**src/rtl/pipe_adder.sv**
```systemverilog
// Slice-pipelined adder/subtractor: NSTAGE = WIDTH/SLICE register stages, one slice per stage.
// Optional signed-overflow output ovf is built only when PIPE_ADDER_OVF_EN is defined.
module pipe_adder #(
    parameter int WIDTH = 32,
    parameter int SLICE = 8
) (
    input  logic             clock,
    input  logic             reset,
    input  logic             in_valid,
    output logic             in_ready,
    input  logic [WIDTH-1:0] a,
    input  logic [WIDTH-1:0] b,
    input  logic             cin,
    input  logic             sub,
    output logic             out_valid,
    input  logic             out_ready,
    output logic [WIDTH-1:0] sum,
    output logic             carry
`ifdef PIPE_ADDER_OVF_EN
    ,
    output logic             ovf
`endif
);

    localparam int NSTAGE = WIDTH / SLICE;

    // Handshake: a transfer happens on a side when valid && ready at a rising edge.
    // The whole pipeline moves as one (adv); in_ready is adv and never looks at in_valid.
    logic adv;

    // Per-stage registers. pa_q/pb_q hold the not-yet-added upper operand bits,
    // shifted down so the next slice to add always sits at bits [SLICE-1:0].
    logic             v_q   [NSTAGE];
    logic             c_q   [NSTAGE];
    logic             sub_q [NSTAGE];
    logic [WIDTH-1:0] pa_q  [NSTAGE];
    logic [WIDTH-1:0] pb_q  [NSTAGE];
    logic [WIDTH-1:0] sum_q [NSTAGE];

    // Inputs seen by each stage's slice adder.
    logic [WIDTH-1:0] op_a    [NSTAGE];
    logic [WIDTH-1:0] op_b    [NSTAGE];
    logic             st_sub  [NSTAGE];
    logic             st_cin  [NSTAGE];
    logic             st_v    [NSTAGE];
    logic [WIDTH-1:0] st_sum  [NSTAGE];
    logic [SLICE-1:0] b_slice [NSTAGE];
    logic [SLICE:0]   res     [NSTAGE];

    assign adv       = !v_q[NSTAGE-1] || out_ready;
    assign in_ready  = adv;
    assign out_valid = v_q[NSTAGE-1];
    assign sum       = sum_q[NSTAGE-1];
    assign carry     = c_q[NSTAGE-1];

    generate
        for (genvar k = 0; k < NSTAGE; k++) begin : g_stage
            if (k == 0) begin : g_head
                // Subtract is a + ~b + ~cin, so the borrow-in is inverted up front.
                assign op_a[k]   = a;
                assign op_b[k]   = b;
                assign st_sub[k] = sub;
                assign st_cin[k] = sub ? ~cin : cin;
                assign st_v[k]   = in_valid;
                assign st_sum[k] = '0;
            end else begin : g_body
                assign op_a[k]   = pa_q[k-1];
                assign op_b[k]   = pb_q[k-1];
                assign st_sub[k] = sub_q[k-1];
                assign st_cin[k] = c_q[k-1];
                assign st_v[k]   = v_q[k-1];
                assign st_sum[k] = sum_q[k-1];
            end

            assign b_slice[k] = st_sub[k] ? ~op_b[k][SLICE-1:0] : op_b[k][SLICE-1:0];
            assign res[k]     = {1'b0, op_a[k][SLICE-1:0]} + {1'b0, b_slice[k]}
                              + {{SLICE{1'b0}}, st_cin[k]};
        end
    endgenerate

    // Finished slices enter at the top of the sum word and shift down one slice per
    // stage, so after the last stage every slice sits in its final bit position.
    always_ff @(posedge clock) begin
        if (reset) begin
            for (int k = 0; k < NSTAGE; k++) begin
                v_q[k]   <= 1'b0;
                c_q[k]   <= 1'b0;
                sub_q[k] <= 1'b0;
                pa_q[k]  <= '0;
                pb_q[k]  <= '0;
                sum_q[k] <= '0;
            end
        end else if (adv) begin
            for (int k = 0; k < NSTAGE; k++) begin
                v_q[k]   <= st_v[k];
                c_q[k]   <= res[k][SLICE];
                sub_q[k] <= st_sub[k];
                pa_q[k]  <= op_a[k] >> SLICE;
                pb_q[k]  <= op_b[k] >> SLICE;
                sum_q[k] <= (st_sum[k] >> SLICE)
                          | (WIDTH'(res[k][SLICE-1:0]) << (WIDTH - SLICE));
            end
        end
    end

`ifdef PIPE_ADDER_OVF_EN
    // The sign bits of a, effective b and the result all live in the last slice,
    // so overflow is resolved in the final stage and lands alongside sum.
    logic ovf_q;

    always_ff @(posedge clock) begin
        if (reset) begin
            ovf_q <= 1'b0;
        end else if (adv) begin
            ovf_q <= (op_a[NSTAGE-1][SLICE-1] == b_slice[NSTAGE-1][SLICE-1])
                  && (res[NSTAGE-1][SLICE-1] != op_a[NSTAGE-1][SLICE-1]);
        end
    end

    assign ovf = ovf_q;
`endif

endmodule

```
**config.mk**
```make
export PLATFORM = sky130hd
export DESIGN_NAME = pipe_adder
export DESIGN_NICKNAME = d
export VERILOG_FILES = /design/src/rtl/pipe_adder.sv
export SDC_FILE = /design/constraint.sdc
export NUM_CORES = 1
export LEC_CHECK = 0
export ABC_AREA = 1
export CELL_PAD_IN_SITES_DETAIL_PLACEMENT = 1
export CELL_PAD_IN_SITES_GLOBAL_PLACEMENT = 1
export CORE_MARGIN = 2
export CORE_UTILIZATION = 44
export CTS_CLUSTER_SIZE = 40
export DETAILED_ROUTE_END_ITERATION = 10
export GPL_TIMING_DRIVEN = 0
export PLACE_DENSITY = 0.83
export SLEW_MARGIN = 20
export SYNTH_ARGS = -nofsm -noshare
export SYNTH_HDL_FRONTEND = slang
export SYNTH_SLANG_ARGS = --single-unit
```
**constraint.sdc**
```tcl
create_clock -name clock -period 9.6 [get_ports clock]
set_clock_uncertainty 0.2 [all_clocks]
set_input_delay 1.92 -clock clock [delete_from_list [all_inputs] [get_ports clock]]
set_output_delay 1.92 -clock clock [all_outputs]
set_load 0.02 [all_outputs]
```
==> metrics.cfg <==
[outcome]
outcome = finished clean

[power_and_ir_drop]
vdd_drop_max_uv = 129.8
power_density_nw_per_um2 = 180.5
p_total_uw = 1967
leakage_uw = 0.005025
clock_power_share_pct = 35.4
p_switching_uw = 494.6
p_int_uw = 1473
p_comb_share_pct = 14.1
power_frac_seq_pct = 50.5
swShare_pct = 25.14

[detailed_routing]
drtAntennaViolNets = 0
drt-wirelength-per-cell_um = 15.85
drc = 0
via_per_inst = 4.662
wl_um = 19720
vias = 5799
drtPass1Iterations = 4
drtIter0Drc = 290

[layout]
seq_area_um2 = 5615
antenna_cells = 0
n_fill_cell = 2146
syn2layout_area_growth_pct = 22.94
drive_gt1_share_pct = 6.946
multi_input_area_um2 = 2272
fin_nets = 1072

[sta]
hold_viol = 0
fin_crit_sh_pct = 54.93
tightest_slew_ns = 0.4528
slew_headroom_pct = 69.82
fmax_mhz = 189.6
grt_setup_unrepaired = no
drv_slew = 0
holdWs_ns = 0.3452
finalSetupViolations = 0
period_needed_ns = 5.273

[floorplan]
ioPinCount = 105
design.core.area_um2 = 19590
initial_core_util_pct = 45.26
fp-row-count = 51
die_w_um = 146.0
fp.dieH_um = 146.0
die_area_um2 = 21300

[hold_path]
hold-path-cell-count = 2
hp-class = reg2reg

[synthesis]
ys_types = 24
seq_area_frac_synth_pct = 63.33
synth_nets = 946
synth_top_area_cell = edfxtp_1
yosysWarnings = 0
synth_top_area_share_pct = 63.33
ys_ff_latch = 187
synth_area_per_cell_um2 = 10.56
synthTopCellsByArea = edfxtp_1, inv_1, nor2_1, ha_1, nand2_1
syn_inst = 840
syn_area_um2 = 8867

[setup_path]
rrSetupSlack_ns = 7.04
cp-start-kind = primary input
crit_path_end = in_ready
r2r_cells = 10
endpoint_kind = output pin
r2r-start = sub_q[0][0]$_SDFFCE_PN0P_
timing.rr.end = sum_q[0][60]$_SDFFCE_PN0P_
worstPathRequired_ns = 7.48
worstPathMaxFanout = 2
cp.arrival_ns = 3.15
cp-startpoint = out_ready
critPathKind = in2out

[cts]
cts-root-buf = clkbuf_16
htree_num_levels = 4
cts_buffers = 17
clock_path_buffers = 2
cts_hold_buffers = 0
clk_pin_slew_worst_paths_ns = 0.07
cts_resized = 0
cts_tree = yes
cts_setup_buffers = 0
insertion_delay_ns = 0.43
clock-sinks = 187

[grt]
grt_pass1_vias = 6303
grt_overflow = 0
grtUsageTotal_pct = 19.14
grt_first_pass_wirelength_um = 31480
antenna_found_initial = 0
grt_max_degree = 53

[placed_design]
dp_hpwl_um = 13680
globalplace.congestion = 0.7779
io_buffers = 103

[flow_run]
maxCapViolCount = 0

cell usage in the layout, fill, tap and decap left out, drive strengths merged:
cell type and instances:
a21oi 32, and2 2, buf 28, bufinv 2
clkbuf 17, clkdlybuf4s50 103, clkinv 9, clkinvlp 1
edfxtp 187, fa 8, ha 28, inv 208
nand2 88, nand3 22, nand3b 2, nor2 197
nor3b 3, o21a 1, o21ai 2, or2 6
xnor2 4, xor2 29
worst min path at each step:
stage	start	end	slack, ns
detailed placement	sum_q[0][83]$_SDFFCE_PN0P_	sum_q[0][107]$_SDFFCE_PN0P_	0.34
global route	sum_q[0][51]$_SDFFCE_PN0P_	sum_q[0][75]$_SDFFCE_PN0P_	0.38
floorplan	pa_q[0][8]$_SDFFCE_PN0P_	pa_q[0][24]$_SDFFCE_PN0P_	0.32
CTS	sum_q[0][91]$_SDFFCE_PN0P_	sum_q[0][115]$_SDFFCE_PN0P_	0.35
finish	sum_q[0][83]$_SDFFCE_PN0P_	sum_q[0][107]$_SDFFCE_PN0P_	0.35
global placement	sum_q[0][58]$_SDFFCE_PN0P_	sum_q[0][82]$_SDFFCE_PN0P_	0.32
per-layer routing:
metal | up-vias | global-route usage, % | share of wire, %
li1 | 2845 | - | -
met1 | 2803 | 21.03 | 40
met2 | 110 | 36.20 | 55
met3 | 41 | 3.103 | 2.5
met4 | 0 | 8.382 | 3.1
met5 | - | 0 | 0
cell type report:
type / count / share of cell area [%]
Timing Repair Buffer: 107 / 10.26
Clock inverter: 15 / 1.343
Clock buffer: 17 / 3.902
Tap cell: 265 / 3.041
Inverter: 205 / 7.058
Buffer: 24 / 2.043
Sequential cell: 187 / 51.51
Multi-Input combinational cell: 424 / 20.84
flip-flops by register name, indices dropped and copies added (netlist names):
name   flops
sum_q     80
pa_q      48
pb_q      48
c_q        4
v_q        4
sub_q      3
kinds of logic after synthesis:
| group | share of synthesized area, % |
|---|---|
| AOI/OAI and AO/OA | 2.004 |
| xor gates and xnor gates | 3.259 |
| adders and majority gates | 5.757 |
| buffers and inverters | 11.19 |
| DFF | 63.33 |
| and+or+nand+nor | 14.46 |
worst max-delay path: stages:
cell and delay (ns):
clkdlybuf4s50_1 0.47, inv_1 0.08, nand2_2 0.08, clkdlybuf4s50_1 0.61
cells in the mapped netlist:
cell type    n
inv_1      204
nor2_1     197
edfxtp_1   187
nand2_1     86
a21oi_1     32
xor2_1      29
ha_1        28
nand3_1     21
buf_6       16
fa_1         8
buf_2        7
xnor2_1      4
nor3b_1      3
or2_1        3
and2_1       2
nand2_2      2
nand3b_1     2
o21ai_0      2
or2_4        2
buf_4        1
inv_2        1
nand3_2      1
o21a_1       1
or2_2        1
power groups by stage:
stage | clock [uW] | combinational [uW] | sequential [uW]
after floorplan | 0 | 157 | 1020
after global placement | 0 | 258 | 1010
after detailed placement | 0 | 275 | 1010
after CTS | 702 | 282 | 994
after global routing | 732 | 312 | 999
final | 696 | 278 | 993
through the flow:
step                      setup TNS, ns  util [%]  cells  setup WS (ns)  area, um2
final                                 0     55.65   1244          4.327      10900
after global routing                  0     55.65   1244          4.289      10900
after CTS                             0     55.65   1244          4.308      10900
after detailed placement              0     52.73   1212          4.315      10330
after global placement          -269.25     52.22   1208         -1.457      10230
after floorplan                       0         -    840          1.269       8867
No activity file was read; power rests on OpenSTA's default activity.
